File: src/rtl/uart_link_pkg.sv
// Definitions shared by both ends of the 4-byte UART framing link
// (sync byte followed by a 24-bit payload, MSB byte first).
package uart_link_pkg;

  localparam logic [7:0]  SYNC_BYTE   = 8'h7B;
  localparam int unsigned FRAME_BYTES = 4;

  typedef enum logic [1:0] {
    HUNT,
    B2,
    B1,
    B0
  } frame_state_t;

endpackage

File: src/rtl/uart_frame_rx_if.sv
// Serial input and reassembled-word outputs of the frame receiver.
interface uart_frame_rx_if;

  logic        rx;
  logic [23:0] data;
  logic        data_rdy;
  logic        frame_err;
  logic        busy;

  modport master (input rx, output data, output data_rdy, output frame_err, output busy);
  modport slave  (output rx, input data, input data_rdy, input frame_err, input busy);

endinterface

File: src/rtl/uart_rx_byte.sv
// 8N1 byte receiver: two-flop input synchroniser, centre sampling,
// glitch rejection on the start bit and break hold-off after a bad stop bit.
module uart_rx_byte #(
  parameter int unsigned CLKS_PER_BIT = 40
) (
  input  logic       clk_20m,
  input  logic       rst_n,
  input  logic       rx,
  output logic [7:0] byte_out,
  output logic       byte_valid,
  output logic       byte_err,
  output logic       rx_idle
);

  localparam logic [2:0] S_IDLE      = 3'd0;
  localparam logic [2:0] S_START     = 3'd1;
  localparam logic [2:0] S_DATA      = 3'd2;
  localparam logic [2:0] S_STOP      = 3'd3;
  localparam logic [2:0] S_WAIT_HIGH = 3'd4;

  localparam int unsigned   CW      = $clog2(CLKS_PER_BIT);
  localparam logic [CW-1:0] HALF_M1 = CW'(CLKS_PER_BIT / 2 - 1);
  localparam logic [CW-1:0] FULL_M1 = CW'(CLKS_PER_BIT - 1);

  logic [1:0]    sync;
  logic          rx_s;
  logic [2:0]    state;
  logic [CW-1:0] cnt;
  logic [2:0]    bit_idx;

  assign rx_s    = sync[1];
  assign rx_idle = (state == S_IDLE);

  always_ff @(posedge clk_20m or negedge rst_n) begin
    if (!rst_n) begin
      sync       <= '1;
      state      <= S_IDLE;
      cnt        <= '0;
      bit_idx    <= '0;
      byte_out   <= '0;
      byte_valid <= 1'b0;
      byte_err   <= 1'b0;
    end else begin
      sync       <= {sync[0], rx};
      byte_valid <= 1'b0;
      byte_err   <= 1'b0;
      case (state)
        S_IDLE: begin
          cnt <= '0;
          if (!rx_s) state <= S_START;
        end
        S_START: begin
          // Half a bit in: a line back high here was only a glitch.
          if (cnt == HALF_M1) begin
            cnt     <= '0;
            bit_idx <= '0;
            state   <= rx_s ? S_IDLE : S_DATA;
          end else begin
            cnt <= cnt + 1'b1;
          end
        end
        S_DATA: begin
          if (cnt == FULL_M1) begin
            cnt      <= '0;
            byte_out <= {rx_s, byte_out[7:1]};
            bit_idx  <= bit_idx + 3'd1;
            if (bit_idx == 3'd7) state <= S_STOP;
          end else begin
            cnt <= cnt + 1'b1;
          end
        end
        S_STOP: begin
          if (cnt == FULL_M1) begin
            cnt <= '0;
            if (rx_s) begin
              byte_valid <= 1'b1;
              state      <= S_IDLE;
            end else begin
              byte_err <= 1'b1;
              state    <= S_WAIT_HIGH;
            end
          end else begin
            cnt <= cnt + 1'b1;
          end
        end
        S_WAIT_HIGH: begin
          if (rx_s) state <= S_IDLE;
        end
        default: state <= S_IDLE;
      endcase
    end
  end

endmodule

File: src/rtl/uart_frame_rx.sv
// Frame receiver: hunts for the sync byte, assembles three payload bytes
// positionally and aborts on a bad stop bit or an over-long inter-byte gap.
module uart_frame_rx #(
  parameter int unsigned CLKS_PER_BIT = 40,
  parameter logic [7:0]  SYNC_BYTE    = uart_link_pkg::SYNC_BYTE,
  parameter int unsigned TIMEOUT_BITS = 20
) (
  input logic             clk_20m,
  input logic             rst_n,
  uart_frame_rx_if.master link
);

  import uart_link_pkg::*;

  localparam int unsigned   TIMEOUT_CYCLES = TIMEOUT_BITS * CLKS_PER_BIT;
  localparam int unsigned   GW             = $clog2(TIMEOUT_CYCLES + 1);
  localparam logic [GW-1:0] GAP_LAST       = GW'(TIMEOUT_CYCLES - 1);

  logic [7:0]   byte_val;
  logic         byte_valid;
  logic         byte_err;
  logic         rx_idle;
  frame_state_t state;
  frame_state_t state_nxt;
  logic [15:0]  hold;
  logic [GW-1:0] gap;
  logic         timeout;

  uart_rx_byte #(.CLKS_PER_BIT(CLKS_PER_BIT)) u_byte (
    .clk_20m   (clk_20m),
    .rst_n     (rst_n),
    .rx        (link.rx),
    .byte_out  (byte_val),
    .byte_valid(byte_valid),
    .byte_err  (byte_err),
    .rx_idle   (rx_idle)
  );

  // gap is loaded with 1 on byte_valid so it equals cycles elapsed since then.
  assign timeout = (state != HUNT) && rx_idle && (gap == GAP_LAST);

  always_comb begin
    state_nxt = state;
    if (byte_err) begin
      state_nxt = HUNT;
    end else if (byte_valid) begin
      case (state)
        HUNT:    if (byte_val == SYNC_BYTE) state_nxt = B2;
        B2:      state_nxt = B1;
        B1:      state_nxt = B0;
        default: state_nxt = HUNT;
      endcase
    end else if (timeout) begin
      state_nxt = HUNT;
    end
  end

  always_ff @(posedge clk_20m or negedge rst_n) begin
    if (!rst_n) begin
      state          <= HUNT;
      hold           <= '0;
      gap            <= '0;
      link.data      <= '0;
      link.data_rdy  <= 1'b0;
      link.frame_err <= 1'b0;
      link.busy      <= 1'b0;
    end else begin
      state          <= state_nxt;
      link.busy      <= (state_nxt != HUNT);
      link.data_rdy  <= 1'b0;
      link.frame_err <= 1'b0;

      if (byte_err) begin
        link.frame_err <= (state != HUNT);
      end else if (byte_valid) begin
        case (state)
          B2: hold[15:8] <= byte_val;
          B1: hold[7:0]  <= byte_val;
          B0: begin
            link.data     <= {hold, byte_val};
            link.data_rdy <= 1'b1;
          end
          default: ;
        endcase
      end else if (timeout) begin
        link.frame_err <= 1'b1;
      end

      if (byte_valid)                  gap <= GW'(1);
      else if (state == HUNT)          gap <= '0;
      else if (rx_idle)                gap <= gap + 1'b1;
    end
  end

endmodule

File: src/flat_wrapper.sv
// flat-port wrapper written by rule: the top's interface ports become plain ports
module uart_frame_rx_flat import uart_link_pkg::*;
#(
  parameter int unsigned CLKS_PER_BIT = 40,
  parameter logic [7:0]  SYNC_BYTE    = uart_link_pkg::SYNC_BYTE,
  parameter int unsigned TIMEOUT_BITS = 20
)
  (clk_20m, rst_n, link_rx, link_data, link_data_rdy, link_frame_err, link_busy);
  uart_frame_rx_if link_i ();
  input logic clk_20m;
  input logic rst_n;
  input wire logic [$bits(link_i.rx)-1:0] link_rx;
  output wire logic [$bits(link_i.data)-1:0] link_data;
  output wire logic [$bits(link_i.data_rdy)-1:0] link_data_rdy;
  output wire logic [$bits(link_i.frame_err)-1:0] link_frame_err;
  output wire logic [$bits(link_i.busy)-1:0] link_busy;
  assign link_i.rx = link_rx;
  assign link_data = link_i.data;
  assign link_data_rdy = link_i.data_rdy;
  assign link_frame_err = link_i.frame_err;
  assign link_busy = link_i.busy;
  uart_frame_rx #(.CLKS_PER_BIT(CLKS_PER_BIT), .SYNC_BYTE(SYNC_BYTE), .TIMEOUT_BITS(TIMEOUT_BITS)) u_core (.clk_20m(clk_20m), .rst_n(rst_n), .link(link_i));
endmodule
File: config.mk
export PLATFORM = sky130hd
export DESIGN_NAME = uart_frame_rx_flat
export DESIGN_NICKNAME = d
export VERILOG_FILES = /design/src/rtl/uart_link_pkg.sv /design/src/rtl/uart_frame_rx_if.sv /design/src/rtl/uart_rx_byte.sv /design/src/rtl/uart_frame_rx.sv /design/src/flat_wrapper.sv
export SDC_FILE = /design/constraint.sdc
export NUM_CORES = 1
export LEC_CHECK = 0
export ABC_AREA = 1
export BUFFER_PORTS_ARGS = -buffer_cell sky130_fd_sc_hd__buf_4
export CAP_MARGIN = 20
export CELL_PAD_IN_SITES_DETAIL_PLACEMENT = 0
export CELL_PAD_IN_SITES_GLOBAL_PLACEMENT = 1
export CORE_MARGIN = 5
export CORE_UTILIZATION = 49
export CTS_CLUSTER_SIZE = 12
export DETAILED_ROUTE_END_ITERATION = 10
export GPL_TIMING_DRIVEN = 1
export PLACE_DENSITY_LB_ADDON = 0.08
export SETUP_SLACK_MARGIN = 0.3
export SLEW_MARGIN = 40
export SYNTH_ARGS = -nofsm -noshare
export SYNTH_HDL_FRONTEND = slang
export SYNTH_SLANG_ARGS = --single-unit
File: constraint.sdc
create_clock -name clk_20m -period 4.5 [get_ports clk_20m]
set_clock_uncertainty 0.15 [all_clocks]
set_input_delay 0.675 -clock clk_20m [delete_from_list [all_inputs] [get_ports clk_20m]]
set_output_delay 0.675 -clock clk_20m [all_outputs]
set_load 0.01 [all_outputs]
==> run_results.csv <==
group,metric,value,unit
run_status,outcome,"complete, no violations",
cts,cts.sinks,79,
floorplanning,die_area,8781,um^2
timing,slew_headroom,51.90,%
floorplanning,coreArea,6794,um^2
placement,io_buffers,29,
timing,finalCritPeriodShare,46.15,%
critical_path,worst-path-max-fanout,20,
routing,via_per_inst,4.891,
cts,cts.path.max_buffers,2,
logic_synthesis,syn_inst,379,
critical_path,r2r-start,"u_core.u_byte.cnt[0]",
floorplanning,start_util,50.53,%
timing,hold_viol_final,0,
critical_path,critical_path_class,"flop to flop",
pwr,p_switching,401.2,uW
grt,grt_pass1_vias,2429,
run,drv_cap,0,
grt,grt_max_degree,80,
logic_synthesis,synthesis.nets,390,
timing,finalSetupTns,0,ps
cts,cts_tree,"done",
logic_synthesis,postSynth.asyncResetShare,100.0,%
routing,dr.pass1.iters,4,
worst_hold_path,hp-class,"primary input to async pin",
placement,gp_congestion,0.8080,
logic_synthesis,synthFlopType,"dfrtp_1",
pwr,pwr-share-comb,11.3,%
cts,ctsResizeCount,0,
critical_path,crit_top_cell,"nand2_1",
placement,dp_hpwl,4.426,mm
routing,wire_per_inst,12.71,um
logic_synthesis,yosysUniqueCellTypes,34,
pwr,power_density,383.1,nW/um^2
cts,path_clk_slew,80,ps
cts,ctsRootBufferMaster,"clkbuf_8",
cts,cts_hold_buffers,0,
pwr,swShare,26.48,%
pwr,power,1515,uW
critical_path,slowest_delay,600,ps
finish,antenna_cells,0,
pwr,power_frac_clock,38.5,%
routing,num_vias,2504,
floorplanning,fp.dieH,93.71,um
floorplanning,fp-row-count,30,
finish,fin_nets,422,
critical_path,worst-path-buf-inv,0,
routing,ant_nets,0,
grt,grt_pass1_wl,11.30,mm
routing,first_iter_violations,97,
timing,tightest_slew,720.8,ps
logic_synthesis,synth_edf_count,0,
timing,period_minus_slack,2077,ps
pwr,p_leak,0.001915,uW
floorplanning,io_pins,30,
cts,clk_latency,350,ps
critical_path,cp_cell_sequence,"ha_1, nand2_1, nor2_1, nand3_1, nor2_2, o21ai_4, nand2_1, o21ai_2",
pwr,seqPwrFrac,50.2,%
cts,cts_setup_buffers,0,
finish,area_growth,15.16,%
critical_path,worstPathRequired,4580,ps
grt,grt_overflow,0,
logic_synthesis,synth_area,3433,um^2
finish,postLayoutCoreUtil,58.20,%
timing,rsz0062_at_grt,"no",
critical_path,crit_family,"simple AND/OR/NAND/NOR gates",
logic_synthesis,synth_seq_area_share,57.65,%
routing,wl,6.507,mm
pwr,ir_drop,208.3,uV
critical_path,critPathSlowestCell,"nor2_2",
timing,slew_viol_final,0,
critical_path,crit_path_end_kind,"flop",
critical_path,crit_arrival,2160,ps
routing,drc_errors,0,
logic_synthesis,syn_area_per_cell,9.059,um^2
cts,cts_buffers,9,
grt,grt.total_usage,16.35,%
pwr,p_int,1114,uW
cts,htreeDepth,3,
floorplanning,die_x,93.71,um
finish,drive_above_1_share,16.59,%
critical_path,cp-start-kind,"flop",
logic_synthesis,synth_warnings,0,
critical_path,startpoint,"u_core.u_byte.cnt[0]",
finish,fill_cells,597,
grt,antenna_found_initial,0,
timing,max_freq,481.5,MHz
logic_synthesis,ys_ff_latch,79,
timing,setup_viol,0,
## synth_stat cells (2+ instances only)
| master | instances | area [um^2] |
|---|---|---|
| inv_1 | 32 | 120.1 |
| a21oi_1 | 11 | 55.05 |
| buf_2 | 3 | 15.01 |
| nand2_4 | 3 | 33.78 |
| nor2_4 | 3 | 33.78 |
| a31oi_1 | 2 | 12.51 |
| dfstp_2 | 2 | 52.55 |
| dfrtp_1 | 77 | 1927 |
| nor2_1 | 25 | 93.84 |
| nand3_1 | 12 | 60.06 |
| o21ai_0 | 13 | 65.06 |
| inv_2 | 4 | 15.01 |
| o21ai_2 | 3 | 26.28 |
| nor2_2 | 3 | 18.77 |
| ha_1 | 8 | 100.1 |
| nand2_2 | 2 | 12.51 |
| xor2_1 | 2 | 17.52 |
| nand4_1 | 6 | 37.54 |
| o21ai_1 | 26 | 130.1 |
| nor3_1 | 2 | 10.01 |
| nand2_1 | 125 | 469.2 |
| clkbuf_1 | 3 | 11.26 |
## path summary, 6_finish.rpt
kind | end | slack (ps) | depth (start not counted)
max in group asynchronous | u_core.u_byte.byte_out[3] | 3520 | 1
max | u_core.u_byte.bit_idx[0] | 2420 | 8
max reg2reg | u_core.u_byte.bit_idx[0] | 2420 | 8
min in group clk_20m | u_core.u_byte.sync[1] | 210 | 0
min | u_core.gap[5] | 210 | 1
min reg2reg | u_core.u_byte.sync[1] | 210 | 0
## cell type report
| type | instances | area, um^2 | share of cell area, % |
|---|---|---|---|
| clock buffers | 10 | 127.6 | 3.228 |
| multi-input cells | 256 | 1276 | 32.28 |
| repair buffers | 29 | 221.5 | 5.601 |
| well taps | 96 | 120.1 | 3.038 |
| clock inverters | 6 | 93.84 | 2.373 |
| inverters | 36 | 135.1 | 3.418 |
| flip-flops and latches | 79 | 1979 | 50.06 |
## power by group through the flow
stage | Clock, uW | Combinational, uW | Sequential, uW
6_report | 584 | 171 | 760
5_1_grt | 625 | 197 | 764
3_5_place_dp | 0 | 173 | 774
2_1_floorplan | 0 | 136 | 768
3_3_place_gp | 0 | 173 | 774
4_1_cts | 598 | 174 | 760
## cells by family after synthesis
family          share of synthesized area (%)
compound gates                          9.767
xor+xnor                               0.7654
buf+inv                                 5.248
flops                                   57.65
simple gates                            23.65
fa+ha+maj                               2.916
## registers in the layout (all words and copies together) (netlist names)
signal / count
u_core.hold: 16
u_core.link.busy: 1
u_core.state: 2
u_core.u_byte.byte_out: 8
u_core.u_byte.bit_idx: 3
u_core.link.data: 24
u_core.u_byte.byte_err: 1
u_core.u_byte.byte_valid: 1
u_core.u_byte.cnt: 6
u_core.link.data_rdy: 1
u_core.u_byte.state: 3
u_core.link.frame_err: 1
u_core.u_byte.sync: 2
u_core.gap: 10
## worst reg2reg max path: stages, from the launching register on
cell	delay, ps
dfrtp_1	390
ha_1	220
nand2_1	100
nor2_1	90
nand3_1	160
nor2_2	610
o21ai_4	100
nand2_1	90
o21ai_2	50
## layer usage
layer  vias up  track usage, %  part of all wire [%]
met5         -               0                     0
met4         0           6.498                  0.85
met3         5           3.045                   5.0
met2        40           25.31                    45
met1      1180           22.75                    49
li1       1279               -                     -
## layout by cell type, fill, tap and decap left out, drive strengths merged
master	count
a21oi	12
a22oi	1
a31oi	2
buf	29
bufinv	2
clkbuf	10
clkinv	2
clkinvlp	1
dfrtp	77
dfstp	2
ha	8
inv	37
nand2	130
nand3	12
nand3b	1
nand4	6
nor2	31
nor3	3
nor3b	1
nor4	1
o21a	1
o21ai	43
o22ai	1
xnor2	1
xor2	2
## per-stage QoR
step                      worst slack, ps  instance area (um^2)  hold slack [ps]  instances
after floorplan                      2885                  3433            195.2        379
after global placement               2280                  3726            197.6        496
after detailed placement             2423                  3732            199.4        496
after CTS                            2392                  3954            215.9        512
after global routing                 2202                  3954            226.5        512
final                                2423                  3954            207.3        512
(Power assumes the default switching activity.)
